$ cat config.mk
export PLATFORM = sky130hd
export DESIGN_NAME = fifo_protocol_monitor
export DESIGN_NICKNAME = d
export VERILOG_FILES = /design/src/rtl/fifo_protocol_monitor.sv
export SDC_FILE = /design/constraint.sdc
export NUM_CORES = 1
export LEC_CHECK = 0
export CAP_MARGIN = 20
export CORE_UTILIZATION = 55
export DETAILED_ROUTE_END_ITERATION = 7
export MAX_ROUTING_LAYER = met4
export PLACE_DENSITY_LB_ADDON = 0.1
export REMOVE_ABC_BUFFERS = 1
export SYNTH_ARGS = -nofsm -noshare
export SYNTH_HDL_FRONTEND = slang
export SYNTH_SLANG_ARGS = --single-unit
$ cat constraint.sdc
create_clock -name clk -period 6.95 [get_ports clk]
set_input_delay 1.39 -clock clk [delete_from_list [all_inputs] [get_ports clk]]
set_output_delay 1.39 -clock clk [all_outputs]
set_load 0.05 [all_outputs]
$ cat src/rtl/fifo_protocol_monitor.sv
// Protocol monitor for N_CH single-clock FIFO channels: shadow occupancy,
// sticky violation flags with first-error capture, and saturating full/empty coverage counters.
module fifo_protocol_monitor #(
  parameter int         N_CH     = 4,
  parameter int         DEPTH    = 16,
  parameter int         RD_LAT   = 1,
  parameter int         CNT_W    = 16,
  parameter logic [4:0] ERR_MASK = 5'b11111,
  localparam int        OCC_W    = $clog2(DEPTH + 1),
  localparam int        CH_W     = (N_CH > 1) ? $clog2(N_CH) : 1
) (
  input  logic                  clk,
  input  logic                  rst,
  input  logic [N_CH-1:0]       wr_en,
  input  logic [N_CH-1:0]       wr_full,
  input  logic [N_CH-1:0]       rd_en,
  input  logic [N_CH-1:0]       rd_empty,
  input  logic [N_CH-1:0]       rd_valid,
  input  logic                  err_clr,
  output logic [5*N_CH-1:0]     err_sticky,
  output logic                  err_any,
  output logic                  first_err_vld,
  output logic [CH_W-1:0]       first_err_ch,
  output logic [4:0]            first_err_code,
  output logic [N_CH*OCC_W-1:0] occ,
  output logic [N_CH*CNT_W-1:0] cov_full,
  output logic [N_CH*CNT_W-1:0] cov_empty
);

  logic [5*N_CH-1:0] det;

  genvar gi;
  generate
    for (gi = 0; gi < N_CH; gi++) begin : g_ch
      logic             wa, ra, spurious, mismatch;
      logic [OCC_W-1:0] occ_reg;
      logic [CNT_W-1:0] cov_full_reg, cov_empty_reg;

      assign wa = wr_en[gi] & ~wr_full[gi];
      assign ra = rd_en[gi] & ~rd_empty[gi];

      // Flag consistency is judged against occupancy before this cycle's update.
      assign mismatch = ((occ_reg == OCC_W'(DEPTH)) != wr_full[gi]) ||
                        ((occ_reg == '0) != rd_empty[gi]);

      if (RD_LAT == 0) begin : g_lat0
        assign spurious = rd_valid[gi] & ~ra;
      end else begin : g_lat1
        logic ra_d_reg;
        always_ff @(posedge clk) begin
          if (rst) ra_d_reg <= 1'b0;
          else     ra_d_reg <= ra;
        end
        assign spurious = rd_valid[gi] & ~ra_d_reg;
      end

      assign det[5*gi +: 5] = {mismatch, spurious, rd_en[gi] & rd_empty[gi],
                               wr_en[gi] & wr_full[gi], wr_full[gi] & rd_empty[gi]} & ERR_MASK;

      always_ff @(posedge clk) begin
        if (rst) begin
          occ_reg       <= '0;
          cov_full_reg  <= '0;
          cov_empty_reg <= '0;
        end else begin
          if (wa && !ra && occ_reg != OCC_W'(DEPTH))
            occ_reg <= occ_reg + OCC_W'(1);
          else if (ra && !wa && occ_reg != '0)
            occ_reg <= occ_reg - OCC_W'(1);
          if (wr_full[gi] && cov_full_reg != '1)
            cov_full_reg <= cov_full_reg + CNT_W'(1);
          if (rd_empty[gi] && cov_empty_reg != '1)
            cov_empty_reg <= cov_empty_reg + CNT_W'(1);
        end
      end

      assign occ[gi*OCC_W +: OCC_W]       = occ_reg;
      assign cov_full[gi*CNT_W +: CNT_W]  = cov_full_reg;
      assign cov_empty[gi*CNT_W +: CNT_W] = cov_empty_reg;
    end
  endgenerate

  logic [5*N_CH-1:0] err_sticky_reg, err_sticky_next;
  logic              err_any_reg, first_err_vld_reg;
  logic [CH_W-1:0]   first_err_ch_reg, sel_ch;
  logic [4:0]        first_err_code_reg, sel_code;
  logic              err_new;

  // Descending scan so the lowest erroring channel is the one left selected.
  always_comb begin
    sel_ch   = '0;
    sel_code = '0;
    for (int c = N_CH - 1; c >= 0; c--) begin
      if (|det[5*c +: 5]) begin
        sel_ch   = CH_W'(c);
        sel_code = det[5*c +: 5];
      end
    end
    err_new         = |det;
    err_sticky_next = (err_clr ? '0 : err_sticky_reg) | det;
  end

  always_ff @(posedge clk) begin
    if (rst) begin
      err_sticky_reg     <= '0;
      err_any_reg        <= 1'b0;
      first_err_vld_reg  <= 1'b0;
      first_err_ch_reg   <= '0;
      first_err_code_reg <= '0;
    end else begin
      err_sticky_reg <= err_sticky_next;
      err_any_reg    <= |err_sticky_next;
      // A fresh error in the clearing cycle re-arms the capture with that error.
      if (err_new && (err_clr || !first_err_vld_reg)) begin
        first_err_vld_reg  <= 1'b1;
        first_err_ch_reg   <= sel_ch;
        first_err_code_reg <= sel_code;
      end else if (err_clr) begin
        first_err_vld_reg  <= 1'b0;
        first_err_ch_reg   <= '0;
        first_err_code_reg <= '0;
      end
    end
  end

  assign err_sticky     = err_sticky_reg;
  assign err_any        = err_any_reg;
  assign first_err_vld  = first_err_vld_reg;
  assign first_err_ch   = first_err_ch_reg;
  assign first_err_code = first_err_code_reg;

endmodule

Word-level counts from Yosys, hierarchy flattened
Index checks and enable logic that the tools add are counted.

word-level totals
  register bits after elaboration = 181
  output and inout port bits = 177
  input bits = 23

cells by class
  mux-type cells = 23
  bitwise gates (word level) = 37
  reduce and logical (&&, ||, !) cells = 58
  add/subtract/negate cells = 16
  equality and inequality tests = 24

operators with widths
  kind                                              number
  adder 16 x 1 -> 16 bit, second input constant     8
  != test 16 bit, second input constant             8
  2-to-1 mux 5 bit                                  14
  OR reduction 20 bit                               2
  logical AND 1 bit                                 25
  AND 1 bit                                         24
  adder 5 x 1 -> 5 bit, second input constant       4
  == test 5 bit, second input constant              4
  zero test 5 bit                                   4
  2-to-1 mux 20 bit                                 1
  != test 5 bit, second input constant              4
  OR 20 bit                                         1
  nonzero test 5 bit                                4
  OR reduction 5 bit                                4
  subtractor 5 x 1 -> 5 bit, second input constant  4
  2-to-1 mux 2 bit                                  6
  inverter 1 bit                                    12
  nonzero test 2 bit                                5
  zero test 1 bit                                   9
  != test 1 bit                                     8
  logical OR 1 bit                                  5
  2-to-1 mux 1 bit                                  2

Longest topological paths before layout
Gate-level depths: netlist (run 1).

  depth in word-level cells = 9
  gate-level depth with buffers = 11
  depth with buffers taken out = 10

Worst setup path before layout (run 1)
Ideal clock, no wire load.

  path type = in2reg
  from = in wr_full[2]
  to = reg g_ch[2].occ_reg[4]
  arrival time = 3366 ps
  data required time = 6822 ps
  path buffers = 1
  slack = 3456 ps
  library setup time = 128 ps
  cell stages on the path = 11
  cell sequence = clkbuf_1 > nand2b_1 > a211oi_1 > inv_1 > fa_1 > a21o_1 > a21oi_1 > xor2_1 > nand2_1 > xor2_1 > nor2_1

on the way
  cells in the longest elaborated chain, start to end = 6

ends and longest elaborated chain
  item                                 line  RTL
  start: declaration                   15    input logic [N_CH-1:0] wr_full,
  inverter 1 bit (*)                   39    assign wa = wr_en[gi] & ~wr_full[gi];
  AND 1 bit (*)                        39
  zero test 1 bit                      68    else if (ra && !wa && occ_reg != '0)
  logical AND 1 bit (2 in series)      68
  nonzero test 2 bit (no source line)  n/a
  end signal: assignment               67    occ_reg <= occ_reg + OCC_W'(1);
  end signal: assignment               69    occ_reg <= occ_reg - OCC_W'(1);
  end: declaration                     36    logic [OCC_W-1:0] occ_reg;

Every way passes the cells marked *; elsewhere a longest branch is shown, timed or not.
A chain may end at the register's enable or synchronous reset.

Worst setup path in the final report (run 1)
  from = in rd_empty[0]
  to = reg g_ch[0].occ_reg[4]

on the way
  cells in the longest elaborated chain, start to end = 6

ends and longest elaborated chain
  item                                                    line  RTL
  start: declaration                                      17    input logic [N_CH-1:0] rd_empty,
  inverter 1 bit (*)                                      40    assign ra = rd_en[gi] & ~rd_empty[gi];
  AND 1 bit (*)                                           40
  zero test 1 bit                                         66    if (wa && !ra && occ_reg != OCC_W'(DEPTH))
  logical AND 1 bit (2 in series)                         66
  2-to-1 mux 5 bit or nonzero test 2 bit (tied branches)  n/a
  end signal: assignment                                  67
  end signal: assignment                                  69
  end: declaration                                        36

Marked as above.

==> reports/metrics.csv, run 1 <==
stage,metric,value,unit
outcome,outcome,"complete, no violations",
synthesis,Post-synth top flop,dfxtp_1,
final_layout,fillers,1251,
setup_path,Setup CP Type,in -> reg,
drt,post-route ant nets,0,
synthesis,Post-Synthesis Cells,1026,
floorplan,chip height,129,um
place,HPWL after DPL,15100,um
synthesis,cell area after synthesis,8820,um2
timing,PnR worst setup slack,2990,ps
grt,Overflow after GRT,0,
synthesis,Yosys reg bits,181,
cts,Sink Count,181,
power_and_ir_drop,Static Leak,4.16,nW
timing,Setup TNS,0,ps
timing,worst relative slew slack,0.392,
final_layout,area grow syn2layout,31.0,%
drt,DRC,0,
synthesis,sequential share of the synthesized area,0.411,
drt,total wire length,21400,um
place,GP Congestion,0.827,
setup_path,crit end category,flop,
place,DP Area,10900,um2
setup_path,Required @ worst endpoint,7230,ps
final_layout,layout cell share with drive strength beyond 1,0.0484,
drt,vias post-DR,7896,
power_and_ir_drop,pwr dens,254,nW/um2
grt,first-pass GRT wire length,34400,um
place,pre-CTS setup slack,2630,ps
synthesis,ranking of synthesized cells by area,"dfxtp_1 41%, nor2_1 6.8%, xor2_1 6.0%",
drt,post-detailed-route wirelength per cell,14.9,um
synthesis,number of synthesized flops with an enable pin,0,
setup_path,CP arrival,4240,ps
timing,fin crit period,3960,ps
timing,Setup Viol. Count Final,0,
place,Buffers on Ports,199,
timing,fin crit share,0.570,
drt,first drt pass iteration count,5,
final_layout,ANT cells,0,
floorplan,core area,15400,um2
cts,"Setup Fix Bufs, Post-CTS",0,
power_and_ir_drop,total chip power,0.00294,W
floorplan,die area,16500,um2
timing,Fin. Hold Viols,0,
grt,number of global-route vias before repair,7207,
cts,Post-CTS Hold Buffers,0,
cts,H-tree depth,4,
timing,Worst Skew,6.95,ps
grt,largest net degree at the start of global routing,119,
timing,Final Max Slew Viols,0,
cts,post-CTS sizing,0,
synthesis,most common cell in the netlist,dfxtp_1,
floorplan,FP Rows,45,
min_path,Worst Hold Class,reg -> reg,
floorplan,Die Span X,129,um
floorplan,Initial Util,0.572,
synthesis,Syn Area/Cell,8.59,um2
final_layout,fin nets,1255,
grt,gr usage total,0.269,
cts,Clock Latency Late Sink,430,ps
power_and_ir_drop,VDD IR max,198,uV
timing,RSZ-0062 raised after global routing,no,
timing,maximum clock frequency,0.252,GHz
synthesis,asr flop ratio synth,0,
synthesis,most instantiated cells after synthesis,"181 x dfxtp_1, 160 x nor2_1, 83 x nand2_1",
timing,pin slew with the least headroom to its limit,911,ps
synthesis,top cell type by total area after synthesis,dfxtp_1,
final_layout,post-route cell area,11600,um2
synthesis,Unique masters post-synth,72,
grt,initial antenna violation count,0,
synthesis,area share of the largest cell type after synthesis,0.411,
cts,CTS root buffer,clkbuf_16,
floorplan,I/O Pins,200,
cts,CTS clock-pin slew for the worst setup and hold paths,70,ps
drt,Via density,5.52,
cts,TritonCTS clock tree,built,
synthesis,YS warnings,0,
setup_path,CP Launch Type,input pin,
cts,Clock Tree Buf Depth,2,
drt,drt initial violations,570,
setup_path,CP max FO,18,
cts,CTS buffer count,17,
job,# Max-Cap Violations,0,
==> per-stage QoR <==
step | instances | utilization | hold WS [ps]
after floorplan | 989 | - | 500
after global placement | 1400 | 0.708 | 456
after detailed placement | 1400 | 0.708 | 462
after CTS | 1431 | 0.749 | 486
after global routing | 1431 | 0.749 | 504
final | 1431 | 0.749 | 482
==> cells by family (layout without fill, tap and decap cells) <==
logic type               count (synthesis)  in the layout  share of synthesized area
AND/OR/NAND/NOR                        470            470                      0.270
flip-flops                             181            181                      0.411
AO/OA/AOI/OAI                          157            157                      0.119
XOR/XNOR                               116            116                      0.115
buffers and inverters                   63            257                     0.0292
adder cells (fa/ha/maj)                 24             24                     0.0375
multiplexers                            15             15                     0.0184
==> report_power, final <==
group | switching (W) | internal (W) | total, W
registers | 0.0000767 | 0.00109 | 0.00117
clock network | 0.000410 | 0.000621 | 0.00103
logic | 0.000447 | 0.000287 | 0.000734
==> worst max-delay path, cell delays in order <==
cell,delay (ps)
clkdlybuf4s50_1,840
nor2b_1,150
a211oi_1,430
inv_1,210
fa_1,450
a21o_1,200
a21oi_1,160
xor2_1,150
nand2_1,80
xor2_1,130
nor2_1,50
==> cell usage in the layout (no fill, tap or decap), drive strengths merged, types with 14 or more instances in the layout <==
cell type and count:
and3 21, nor2b 16, and4 19, or3 19
nand4 33, clkdlybuf4s50 198, a21oi 52, nor3 22
nand2 83, inv 27, dfxtp 181, o21ai 28
nor2 160, xor2 60, mux2i 14, nand3 51
clkbuf 20, ha 20, xnor2 56
==> worst paths after layout <==
check | slack [ps] | from | cells past startpoint | to
max | 2990 | rd_empty[0] | 11 | g_ch[0].occ_reg[4]
min | 480 | err_sticky[16] | 2 | err_sticky[16]
max reg2reg | 4300 | g_ch[1].occ_reg[0] | 10 | g_ch[1].occ_reg[4]
min reg2reg | 480 | err_sticky[16] | 2 | err_sticky[16]
==> final cells by class <==
type / instances / area [um2] / share of cell area
multi-input cells: 782 / 4940 / 0.427
flip-flops and latches: 181 / 3620 / 0.314
repair buffers: 200 / 2000 / 0.173
clock buffers: 20 / 457 / 0.0395
well taps: 211 / 264 / 0.0228
clock inverters: 11 / 175 / 0.0152
inverters: 26 / 97.6 / 0.00845
==> layer usage <==
metal / part of all wire / GRT usage / up-vias
li1: - / - / 3971
met1: 0.44 / 0.326 / 3680
met2: 0.47 / 0.433 / 221
met3: 0.072 / 0.0773 / 24
met4: 0.014 / 0.0844 / 0
met5: 0 / - / -
Note: power is estimated with default switching activity, not from simulation.
==> run 2, diff against run 1 <==
- CORE_UTILIZATION: 55 -> 46
- clock period: 6.95 -> 3.25 ns (I/O delays scaled with it)
==> reports/metrics.csv, run 2 (same netlist as run 1, synthesis figures left out) <==
stage,metric,value,unit
place,HPWL after DPL,16000,um
setup_path,crit end category,flop,
final_layout,"commonest non-fill, non-tap cell in the layout",clkdlybuf4s50_1,
floorplan,core area,18800,um2
power_and_ir_drop,VDD IR max,381,uV
cts,"Setup Fix Bufs, Post-CTS",0,
drt,vias post-DR,7804,
timing,worst relative slew slack,0.610,
timing,RSZ-0062 raised after global routing,no,
floorplan,Die Span X,140,um
timing,pin slew with the least headroom to its limit,578,ps
grt,largest net degree at the start of global routing,63,
drt,drt initial violations,357,
final_layout,Final Util,0.622,
drt,Via density,5.31,
floorplan,die area,19700,um2
cts,CTS buffer count,17,
setup_path,Setup CP Type,in -> reg,
job,# Max-Cap Violations,0,
cts,CTS root buffer,clkbuf_16,
timing,Worst Skew,9.60,ps
power_and_ir_drop,Switch Pwr,0.00203,W
grt,Overflow after GRT,0,
power_and_ir_drop,Clk pwr share,0.337,
timing,fin crit period,2680,ps
drt,post-route ant nets,0,
grt,first-pass GRT wire length,35800,um
drt,total wire length,21900,um
power_and_ir_drop,switch share,0.329,
floorplan,Initial Util,0.470,
cts,TritonCTS clock tree,built,
final_layout,"commonest cells after routing, fill and taps aside","198 x clkdlybuf4s50_1, 181 x dfxtp_1, 160 x nor2_1",
drt,DRC,0,
place,Buffers on Ports,199,
final_layout,fin nets,1270,
power_and_ir_drop,internal power,0.00413,W
power_and_ir_drop,Static Leak,4.22,nW
min_path,Hold Crit Start,err_sticky[10],
floorplan,I/O Pins,200,
grt,number of global-route vias before repair,7201,
grt,initial antenna violation count,1,
setup_path,Required @ worst endpoint,3550,ps
power_and_ir_drop,Seq pwr share,0.406,
cts,Clock Latency Late Sink,420,ps
drt,post-detailed-route wirelength per cell,14.9,um
final_layout,area grow syn2layout,32.4,%
timing,Fin. Hold Viols,0,
drt,first drt pass iteration count,5,
place,GP Congestion,0.840,
setup_path,CP max FO,4,
final_layout,layout cell share with drive strength beyond 1,0.0599,
timing,Worst Hold Slack,483,ps
power_and_ir_drop,combinational power share,0.257,
setup_path,R2R Path Start,g_ch[2].occ_reg[0],
cts,Clock Tree Buf Depth,2,
cts,CTS clock-pin slew for the worst setup and hold paths,60,ps
cts,post-CTS sizing,0,
timing,maximum clock frequency,0.373,GHz
power_and_ir_drop,pwr dens,527,nW/um2
timing,Setup Viol. Count Final,0,
timing,Setup TNS,0,ps
timing,fin crit share,0.824,
final_layout,fillers,1729,
cts,Sink Count,181,
setup_path,Critical Path Source,rd_empty[2],
floorplan,FP Rows,50,
cts,H-tree depth,4,
min_path,Worst Hold Class,reg -> reg,
setup_path,CP Launch Type,input pin,
cts,Post-CTS Hold Buffers,0,
floorplan,chip height,140,um
timing,Final Max Slew Viols,0,
setup_path,CP arrival,2980,ps
outcome,outcome,"complete, no violations",
grt,gr usage total,0.230,
==> run 2: power groups by stage <==
stage / clock network, W / registers, W / logic, W
final: 0.00207 / 0.00250 / 0.00158
after global routing: 0.00221 / 0.00253 / 0.00171
after CTS: 0.00212 / 0.00250 / 0.00159
after detailed placement: 0 / 0.00255 / 0.00158
after global placement: 0 / 0.00255 / 0.00157
after floorplan: 0 / 0.00292 / 0.000691
==> run 2: through the flow <==
step | worst slack, ps | instances | cell area (um2) | power, W
after floorplan | 544 | 989 | 8660 | 0.00361
after global placement | 233 | 1438 | 11100 | 0.00412
after detailed placement | 177 | 1438 | 11100 | 0.00413
after CTS | 602 | 1469 | 11700 | 0.00622
after global routing | 366 | 1470 | 11700 | 0.00644
final | 572 | 1470 | 11700 | 0.00616
==> run 2: worst max-delay path, stage by stage <==
cell and delay, ps:
clkdlybuf4s50_1 580, nor2b_1 100, a211oi_1 250, inv_1 170
fa_1 430, a21o_1 200, a21oi_1 190, xor2_1 160
nand2_1 80, xor2_1 130, nor2_1 50
==> run 2: area by class of cell <==
type / instances / area, um2 / area share
Clock buffer: 19 / 443 / 0.0379
Sequential cell: 181 / 3620 / 0.310
Antenna cell: 1 / 2.50 / 0.000214
Multi-Input combinational cell: 782 / 4940 / 0.423
Inverter: 26 / 97.6 / 0.00836
Clock inverter: 12 / 145 / 0.0124
Timing Repair Buffer: 215 / 2140 / 0.183
Tap cell: 234 / 293 / 0.0251
==> run 2: layer usage <==
layer | track usage | share of wire
met1 | 0.295 | 0.48
met2 | 0.356 | 0.44
met4 | 0.0772 | 0.016
met3 | 0.0550 | 0.058
met5 | - | 0
==> run 2: worst paths after layout <==
path / depth (start not counted) / slack, ps / endpoint
worst min register to register: 2 / 480 / err_sticky[10]
worst max register to register: 10 / 740 / g_ch[2].occ_reg[4]
worst min-delay path: 2 / 480 / err_sticky[10]
worst max-delay path: 11 / 570 / g_ch[2].occ_reg[4]
